--- src/rtl/pix_pkg.sv ---
// pix_pkg: shared FSM states, RGB565 field layout and default frame geometry
// for the axis_pixel_packer slice.
package pix_pkg;
    typedef enum logic [1:0] {WAIT_SOF, ACTIVE, DISCARD} pix_state_t;
    localparam int R_W = 5;
    localparam int G_W = 6;
    localparam int B_W = 5;
    localparam int PIX_W = R_W + G_W + B_W;
    localparam int B_OFF = 0;
    localparam int G_OFF = B_OFF + B_W;
    localparam int R_OFF = G_OFF + G_W;
    localparam int DEF_H_ACTIVE = 640;
    localparam int DEF_V_ACTIVE = 480;
endpackage

--- src/rtl/pix_byte_assembler.sv ---
// pix_byte_assembler: collects big-endian stream bytes into one RGB565 pixel,
// flagging completion on the final byte and dropping partial pixels on clear.
module pix_byte_assembler
    import pix_pkg::*;
#(
    parameter int DATA_W        = 8,
    parameter int BYTES_PER_PIX = 2
) (
    input  logic              CLK,
    input  logic              RESETn,
    input  logic              take,
    input  logic              first,
    input  logic              clear,
    input  logic [DATA_W-1:0] data,
    output logic              mid,
    output logic              done,
    output logic [R_W-1:0]    r,
    output logic [G_W-1:0]    g,
    output logic [B_W-1:0]    b
);
    localparam int IW = BYTES_PER_PIX > 1 ? $clog2(BYTES_PER_PIX) : 1;

    logic [IW-1:0]           idx;
    logic [IW-1:0]           idx_eff;
    logic [PIX_W-DATA_W-1:0] sh;
    logic [PIX_W-1:0]        word;

    // an SOF byte always restarts the pixel, whatever was collected before it
    assign idx_eff = first ? '0 : idx;
    assign done    = take && (idx_eff == IW'(BYTES_PER_PIX - 1));
    assign mid     = idx != '0;
    assign word    = {sh, data};
    assign r       = word[R_OFF +: R_W];
    assign g       = word[G_OFF +: G_W];
    assign b       = word[B_OFF +: B_W];

    always_ff @(posedge CLK) begin
        if (!RESETn || clear) begin
            idx <= '0;
            sh  <= '0;
        end else if (take) begin
            idx <= done ? '0 : idx_eff + IW'(1);
            sh  <= word[PIX_W-DATA_W-1:0];
        end
    end
endmodule

--- src/rtl/axis_pixel_packer.sv ---
// axis_pixel_packer: byte-wide RGB565 AXI4-Stream to frame-buffer pixel writes,
// with line/frame tracking and error recovery; PIX_STATS_EN adds frame/error counters.
module axis_pixel_packer
    import pix_pkg::*;
#(
    parameter int DATA_W        = 8,
    parameter int BYTES_PER_PIX = 2,
    parameter int H_ACTIVE      = DEF_H_ACTIVE,
    parameter int V_ACTIVE      = DEF_V_ACTIVE,
    parameter int ADDR_W        = 19
) (
    input  logic              CLK,
    input  logic              RESETn,
    input  logic [DATA_W-1:0] S_TDATA,
    input  logic              S_TVALID,
    output logic              S_TREADY,
    input  logic              S_TLAST,
    input  logic              S_TUSER,
    output logic              wr_valid,
    input  logic              wr_ready,
    output logic [ADDR_W-1:0] wr_addr,
    output logic [R_W-1:0]    wr_r,
    output logic [G_W-1:0]    wr_g,
    output logic [B_W-1:0]    wr_b,
    output logic              frame_done,
    output logic              line_err,
`ifdef PIX_STATS_EN
    output logic [15:0]       frame_cnt,
    output logic [15:0]       err_cnt,
`endif
    output logic              sync_lost
);
    localparam int XW = H_ACTIVE > 1 ? $clog2(H_ACTIVE) : 1;
    localparam int YW = V_ACTIVE > 1 ? $clog2(V_ACTIVE) : 1;

    pix_state_t        state, state_n;
    logic [XW-1:0]     x, x_n;
    logic [YW-1:0]     y, y_n;
    logic [ADDR_W-1:0] addr, addr_n, base, base_n;
    logic              wr_last;
    logic              acc, sof, last_x, last_y;
    logic              emit, last_n, le_n, sl_n, adv;
    logic              a_take, a_clear, a_mid, a_done;
    logic [R_W-1:0]    a_r;
    logic [G_W-1:0]    a_g;
    logic [B_W-1:0]    a_b;

    assign S_TREADY   = !wr_valid || wr_ready;
    assign frame_done = wr_valid && wr_ready && wr_last;
    assign acc        = S_TVALID && S_TREADY;
    assign sof        = acc && S_TUSER;
    assign last_x     = x == XW'(H_ACTIVE - 1);
    assign last_y     = y == YW'(V_ACTIVE - 1);
    assign a_take     = sof || (acc && state == ACTIVE);

    pix_byte_assembler #(
        .DATA_W        (DATA_W),
        .BYTES_PER_PIX (BYTES_PER_PIX)
    ) u_asm (
        .CLK    (CLK),
        .RESETn (RESETn),
        .take   (a_take),
        .first  (sof),
        .clear  (a_clear),
        .data   (S_TDATA),
        .mid    (a_mid),
        .done   (a_done),
        .r      (a_r),
        .g      (a_g),
        .b      (a_b)
    );

    always_comb begin
        state_n = state;
        x_n     = x;
        y_n     = y;
        addr_n  = addr;
        base_n  = base;
        emit    = 1'b0;
        last_n  = 1'b0;
        le_n    = 1'b0;
        sl_n    = 1'b0;
        adv     = 1'b0;
        a_clear = 1'b0;
        if (sof) begin
            sl_n    = state != WAIT_SOF && (x != '0 || y != '0 || a_mid);
            state_n = ACTIVE;
            x_n     = '0;
            y_n     = '0;
            addr_n  = '0;
            base_n  = '0;
        end else if (acc && state == ACTIVE) begin
            if (a_done) begin
                emit = 1'b1;
                if (last_x && S_TLAST) begin
                    adv    = 1'b1;
                    last_n = last_y;
                end else if (last_x) begin
                    le_n    = 1'b1;
                    state_n = DISCARD;
                end else if (S_TLAST) begin
                    le_n = 1'b1;
                    adv  = 1'b1;
                end else begin
                    x_n    = x + XW'(1);
                    addr_n = addr + ADDR_W'(1);
                end
            end else if (S_TLAST) begin
                le_n    = 1'b1;
                a_clear = 1'b1;
                adv     = 1'b1;
            end
        end else if (acc && state == DISCARD && S_TLAST) begin
            adv = 1'b1;
        end
        // line advance reloads the address from the running line base, so a
        // short line still lands the next pixel at the start of the next row
        if (adv) begin
            x_n     = '0;
            state_n = last_y ? WAIT_SOF : ACTIVE;
            y_n     = last_y ? '0 : y + YW'(1);
            base_n  = last_y ? '0 : base + ADDR_W'(H_ACTIVE);
            addr_n  = last_y ? '0 : base + ADDR_W'(H_ACTIVE);
        end
    end

    always_ff @(posedge CLK) begin
        if (!RESETn) begin
            state     <= WAIT_SOF;
            x         <= '0;
            y         <= '0;
            addr      <= '0;
            base      <= '0;
            wr_valid  <= 1'b0;
            wr_addr   <= '0;
            wr_r      <= '0;
            wr_g      <= '0;
            wr_b      <= '0;
            wr_last   <= 1'b0;
            line_err  <= 1'b0;
            sync_lost <= 1'b0;
        end else begin
            state     <= state_n;
            x         <= x_n;
            y         <= y_n;
            addr      <= addr_n;
            base      <= base_n;
            line_err  <= le_n;
            sync_lost <= sl_n;
            if (emit) begin
                wr_valid <= 1'b1;
                wr_addr  <= addr;
                wr_r     <= a_r;
                wr_g     <= a_g;
                wr_b     <= a_b;
                wr_last  <= last_n;
            end else if (wr_ready) begin
                wr_valid <= 1'b0;
            end
        end
    end

`ifdef PIX_STATS_EN
    always_ff @(posedge CLK) begin
        if (!RESETn) begin
            frame_cnt <= '0;
            err_cnt   <= '0;
        end else begin
            if (frame_done && frame_cnt != 16'hFFFF)
                frame_cnt <= frame_cnt + 16'd1;
            if ((line_err || sync_lost) && err_cnt != 16'hFFFF)
                err_cnt <= err_cnt + 16'd1;
        end
    end
`endif
endmodule

--- config.mk ---
export PLATFORM = sky130hd
export DESIGN_NAME = axis_pixel_packer
export DESIGN_NICKNAME = d
export VERILOG_FILES = /design/src/rtl/pix_pkg.sv /design/src/rtl/pix_byte_assembler.sv /design/src/rtl/axis_pixel_packer.sv
export SDC_FILE = /design/constraint.sdc
export NUM_CORES = 1
export LEC_CHECK = 0
export ABC_AREA = 0
export BUFFER_PORTS_ARGS = -buffer_cell sky130_fd_sc_hd__buf_2
export CORE_ASPECT_RATIO = 1.75
export CORE_MARGIN = 2
export CORE_UTILIZATION = 25
export CTS_BUF_LIST = sky130_fd_sc_hd__clkbuf_4 sky130_fd_sc_hd__clkbuf_8 sky130_fd_sc_hd__clkbuf_16
export DETAILED_ROUTE_END_ITERATION = 16
export MAX_ROUTING_LAYER = met4
export SYNTH_ARGS = -nofsm -noshare
export SYNTH_HDL_FRONTEND = slang
export SYNTH_SLANG_ARGS = --single-unit
--- constraint.sdc ---
create_clock -name CLK -period 3 [get_ports CLK]
set_input_delay 0.3 -clock CLK [delete_from_list [all_inputs] [get_ports CLK]]
set_output_delay 0.3 -clock CLK [all_outputs]
set_load 0.1 [all_outputs]
# Word level (Yosys, flattened, before mapping)
# Cells that the tools add are included.
# word_totals
input_bits,14
output_inout_bits,40
ff_bits,107
# op_classes
n_bitwise,5
muxes,44
reduce_logical,31
n_addsub,5
n_eq_ne,7
# op_table
operator,count
$mux 19,10
$mux 9,3
$mux 1,25
$add 19x1->19 const B,1
$add 19x10->19 const B,1
$mux 2,6
$add 10x1->10 const B,1
$eq 10x10->1 const B,1
$logic_and 1x1->1,10
$reduce_and 5->1,2
$reduce_bool 10->1,1
$add 9x1->9 const B,1
$eq 9x9->1 const B,1
$reduce_bool 3->1,3
$reduce_bool 9->1,1
$reduce_bool 2->1,3
$reduce_or 3->1,2
$logic_or 1x1->1,5
$not 1->1,5
$reduce_and 4->1,1
$ne 3x1->1 const B,1
$ne 3x2->1 const B,1
$ne 3x3->1 const B,1
$eq 2x1->1 const B,1
other kinds (4),5

# Logic depth before layout (Yosys ltp)
# depth
depth_word,11
ltp_mapped,11
mapped_depth_nobuf,9

# Modules after synthesis
# A second synthesis with hierarchy kept.
# unflattened
cells_unflattened,595
hier_area_um2,5196.2
# modules_own_cells
mod,area_per_inst_um2,seq_area_each_um2,n_inst,cells_per_inst
axis_pixel_packer,4798.4,1961.9,1,556
pix_byte_assembler,397.9,180.2,1,39

# Worst setup path after synthesis
# No wires, ideal clock.
# synth_timing
path_type,register to register
from,register wr_valid
to,register wr_addr[10]
period_less_slack_ns,2.545
t_required_ns,2.930
stages_incl_launch_ff,9
arrival_ns,2.474
slack_ns,0.455
n_path_buf,3
path_cell_list,dfxtp_1 nand2b_1 buf_2 and2_0 clkbuf_1 nand2_1 clkbuf_1 nand2_1 a21oi_1
# synth_between
elab_chain_len,9
# synth_lines
element,line_no,source
from (decl),axis_pixel_packer.sv:19,"output logic wr_valid,"
from (signal assigned),axis_pixel_packer.sv:134,wr_valid <= 1'b0;
from (signal assigned),axis_pixel_packer.sv:151,wr_valid <= 1'b1;
from (signal assigned),axis_pixel_packer.sv:158,wr_valid <= 1'b0;
$logic_not 1->1 (*),axis_pixel_packer.sv:48,assign S_TREADY = !wr_valid || wr_ready;
$logic_or 1x1->1 (*),axis_pixel_packer.sv:48,
named net S_TREADY,axis_pixel_packer.sv:16,"output logic S_TREADY,"
$logic_and 1x1->1 (*),axis_pixel_packer.sv:50,assign acc = S_TVALID && S_TREADY;
$logic_and 1x1->1 (on tied branches),"axis_pixel_packer.sv:51, axis_pixel_packer.sv:54, axis_pixel_packer.sv:92",
$mux 1 / $logic_or 1x1->1 (equally long branches),"pix_byte_assembler.sv:29, axis_pixel_packer.sv:54",
$logic_and 1x1->1,pix_byte_assembler.sv:30,assign done = take && (idx_eff == IW'(BYTES_PER_PIX - 1));
$mux 1,axis_pixel_packer.sv:93,if (a_done) begin
$mux 1,axis_pixel_packer.sv:92,end else if (acc && state == ACTIVE) begin
$mux 1 (*),axis_pixel_packer.sv:85,if (sof) begin
to (signal assigned),axis_pixel_packer.sv:152,wr_addr <= addr;
to (decl),axis_pixel_packer.sv:21,"output logic [ADDR_W-1:0] wr_addr,"
# Mark *: on every way through the listed nets, which the timed path passes. The rest lies on a longest branch.
# A chain may end at the register's enable or synchronous reset.

# Final worst setup path
# layout_timing
from,register x[0]
to,register addr[13]
# layout_between
elab_chain_len,8
# layout_lines
element,line_no,source
from (decl),axis_pixel_packer.sv:37,"logic [XW-1:0] x, x_n;"
from (signal assigned),axis_pixel_packer.sv:144,x <= x_n;
$eq 10x10->1 (*),axis_pixel_packer.sv:52,assign last_x = x == XW'(H_ACTIVE - 1);
$mux 1 / $logic_and 1x1->1 (equally long branches),"axis_pixel_packer.sv:98, axis_pixel_packer.sv:95",
$mux 1,axis_pixel_packer.sv:95,if (last_x && S_TLAST) begin
$mux 1,axis_pixel_packer.sv:93,
$mux 1,axis_pixel_packer.sv:92,
$mux 1,axis_pixel_packer.sv:85,
$ne 3x2->1 (no source line) (tied with other cells),--,
$reduce_and 5->1 (no source line),--,
to (signal assigned),axis_pixel_packer.sv:146,addr <= addr_n;
to (decl),axis_pixel_packer.sv:39,"logic [ADDR_W-1:0] addr, addr_n, base, base_n;"
# Mark *: on every way between the ends. The rest lies on a longest branch, timed or not.

==> flow_summary.json <==
{
  "status": "finished, final reports clean",
  "critPathMaxFanout": 16,
  "arrival_ps": 2590,
  "min_from": "S_TDATA[1]",
  "wl_per_cell_um": 14.7,
  "die_area_mm2": 0.0209,
  "crit_slowest_cell": "dfxtp_1",
  "grt_max_degree": 38,
  "setup_ws_ps": 678,
  "crit_family": "simple AND/OR/NAND/NOR gates",
  "synth_area_leader_cell": "dfxtp_1",
  "required_ps": 3270,
  "start_util_pct": 25.2,
  "grt_overflow": 0,
  "finalWirelength_um": 13100,
  "r2r_setup_slack_ps": 680,
  "post-place-cells": 874,
  "async_flop_share_pct": 0,
  "timing.rr.start": "x[0]",
  "hold_buffers": 0,
  "period_share_pct": 77.4,
  "hold_path_class": "input pin to flop",
  "clk_pin_slew_ps": 80,
  "synth_common_cells": "107 x dfxtp_1, 101 x nand2_1, 67 x a21oi_1",
  "sw_frac_of_total_pct": 25.5,
  "synth_cells": 590,
  "firstDrtPassIters": 4,
  "r2r-end": "addr[13]",
  "grt_pass1_vias": 4128,
  "clock_latency_ps": 360,
  "critPathBufInv": 1,
  "rows": 68,
  "crit_cells": 10,
  "seqPwrFrac_pct": 51.3,
  "cts.sinks": 107,
  "syn-cell-area_mm2": 0.00493,
  "period_needed_ps": 2320,
  "slew_headroom_pct": 53.7,
  "finalPower_mw": 2.82,
  "synth_area_leaders": "dfxtp_1 43%, nand2_1 7.7%, a21oi_1 6.8%",
  "finalSetupViolCount": 0,
  "syn_avg_cell_area_um2": 8.36,
  "area_delta_synth_final_pct": 17.9,
  "p_per_area_mw_per_mm2": 485,
  "drive_gt1_share_pct": 17.7,
  "place_congestion": 0.855,
  "fin_nets": 661,
  "numCtsBuffers": 9,
  "place_hpwl_um": 9540,
  "finalClockSkew_ps": 5.90,
  "place_ws_ps": 675,
  "slew_viol_final": 0,
  "p_int_mw": 2.10,
  "antenna_found_initial": 0,
  "power.share.clock_pct": 43.0,
  "cts_max_level": 3,
  "holdWs_ps": 185,
  "clock.fmax_mhz": 431,
  "pwr-share-comb_pct": 5.7,
  "setup_tns_ps": 0,
  "ys_seq_area_share_pct": 43.4,
  "critPathKind": "flop to flop",
  "clock-root-buffer": "clkbuf_16",
  "hold_viol_final": 0,
  "port_buffers": 53,
  "synth_edf_count": 0,
  "power_leakage_nw": 2.10,
  "start_kind": "flop",
  "tightest_slew_ps": 689,
  "drc_errors": 0,
  "clk_path_buf_depth": 2,
  "cap_violations": 0,
  "vias_per_cell": 4.87,
  "grt_setup_unrepaired": "false",
  "switchingPower_uw": 720,
  "cts_tree": "yes",
  "fillers": 2092,
  "grt_pass1_wl_um": 21000,
  "slowest_delay_ps": 350,
  "stdcell_count": 890,
  "ys.flop_type": "dfxtp_1",
  "vias": 4330,
  "startpoint": "x[0]",
  "crit_path_end_kind": "flop",
  "fp.dieW_um": 110,
  "yosysUniqueCellTypes": 61,
  "r2r_cells": 10,
  "drt_iter0_drc": 198,
  "grtUsageTotal_pct": 13.2,
  "yosys_warnings": 0,
  "syn_nets": 611,
  "postCtsSetupBuffers": 0,
  "ys_seq_elements": 107,
  "endpoint": "addr[13]",
  "max-vdd-ir-drop_v": 0.000303,
  "final_antenna_net_count": 0,
  "yosysMostFrequentCell": "dfxtp_1",
  "antennaDiodeCount": 0,
  "top_level_ports": 54,
  "ctsResizeCount": 0,
  "die_h_um": 190,
  "path_cells": "ha_1 -> nand2_1 -> and4bb_2 -> ha_1 -> nor2_1 -> nand4_2 -> o22ai_1 -> buf_4 -> nor2_1 -> a2111oi_2",
  "synth_top_area_share_pct": 43.4,
  "core_region_area_mm2": 0.0196
}
[how the worst min path moves through the flow]
stage	slack, ps	depth (start not counted)	to
3_3_place_gp	440	2	wr_r[3]
2_1_floorplan	420	1	base[0]
4_1_cts	170	3	wr_b[2]
6_report	190	3	wr_b[1]
5_1_grt	190	3	wr_g[0]
3_5_place_dp	440	1	base[2]
[routing by layer]
metal | vias to the layer above | part of all wire [%] | track usage [%]
li1 | 2202 | - | -
met1 | 2028 | 41 | 13.9
met2 | 79 | 53 | 23.5
met3 | 21 | 2.7 | 1.30
met4 | 0 | 3.2 | 7.02
met5 | - | 0 | -
[per-stage QoR]
| stage | area (um2) | utilization, % |
|---|---|---|
| floorplan | 4930 | - |
| global placement | 5510 | 28.2 |
| detailed placement | 5510 | 28.2 |
| CTS | 5810 | 29.7 |
| global route | 5810 | 29.7 |
| finish | 5810 | 29.7 |
[power by group through the flow]
stage / logic, mW / registers, mW / clock network (mW)
after CTS: 0.163 / 1.45 / 1.25
after global placement: 0.162 / 1.48 / 0
after detailed placement: 0.162 / 1.48 / 0
final: 0.161 / 1.45 / 1.21
after floorplan: 0.0966 / 1.49 / 0
after global routing: 0.175 / 1.45 / 1.30
[registers in the layout, indices dropped and copies added (netlist names), 2 cells and up]
name,cells
state,2
wr_addr,19
addr,19
x,10
wr_b,5
wr_g,6
base,19
u_asm.sh,8
y,9
wr_r,5
[tightest hold or removal path, cell delays in order]
cell	delay (ps)
buf_2	100
nand2_1	50
a21oi_1	50
[final cells by class]
| cell class | instances | area [um2] | share of cell area, % |
|---|---|---|---|
| clock buffers | 10 | 239 | 4.11 |
| multi-input cells | 438 | 2590 | 44.6 |
| flip-flops and latches | 107 | 2140 | 36.8 |
| well taps | 245 | 307 | 5.27 |
| clock inverters | 6 | 65.1 | 1.12 |
| repair buffers | 72 | 420 | 7.23 |
| inverters | 12 | 45.0 | 0.775 |
[layout by cell type, fill, tap and decap left out, drive strengths merged, types with 10 or more instances in the layout]
cell | netlist | final
buf | 16 | 72
o21ai | 28 | 28
and2 | 13 | 13
nor4 | 11 | 11
dfxtp | 107 | 107
nand3 | 15 | 15
inv | 12 | 16
nor3 | 14 | 14
nor2 | 42 | 42
nand4 | 11 | 11
nand2 | 101 | 101
clkbuf | 17 | 10
xnor2 | 15 | 15
a21oi | 67 | 67
[logic make-up (layout without fill, tap and decap cells)]
kind of cell             after synthesis  in the layout  synth area share (%)
AND/OR/NAND/NOR                      251            251                  26.2
AO/OA/AOI/OAI                        151            151                  19.2
flip-flops                           107            107                  43.4
buffers and inverters                 45            100                  3.96
XOR/XNOR                              20             20                  3.70
multiplexers                           9              9                  1.83
adder cells (fa/ha/maj)                7              7                  1.78
(Power assumes the default switching activity.)
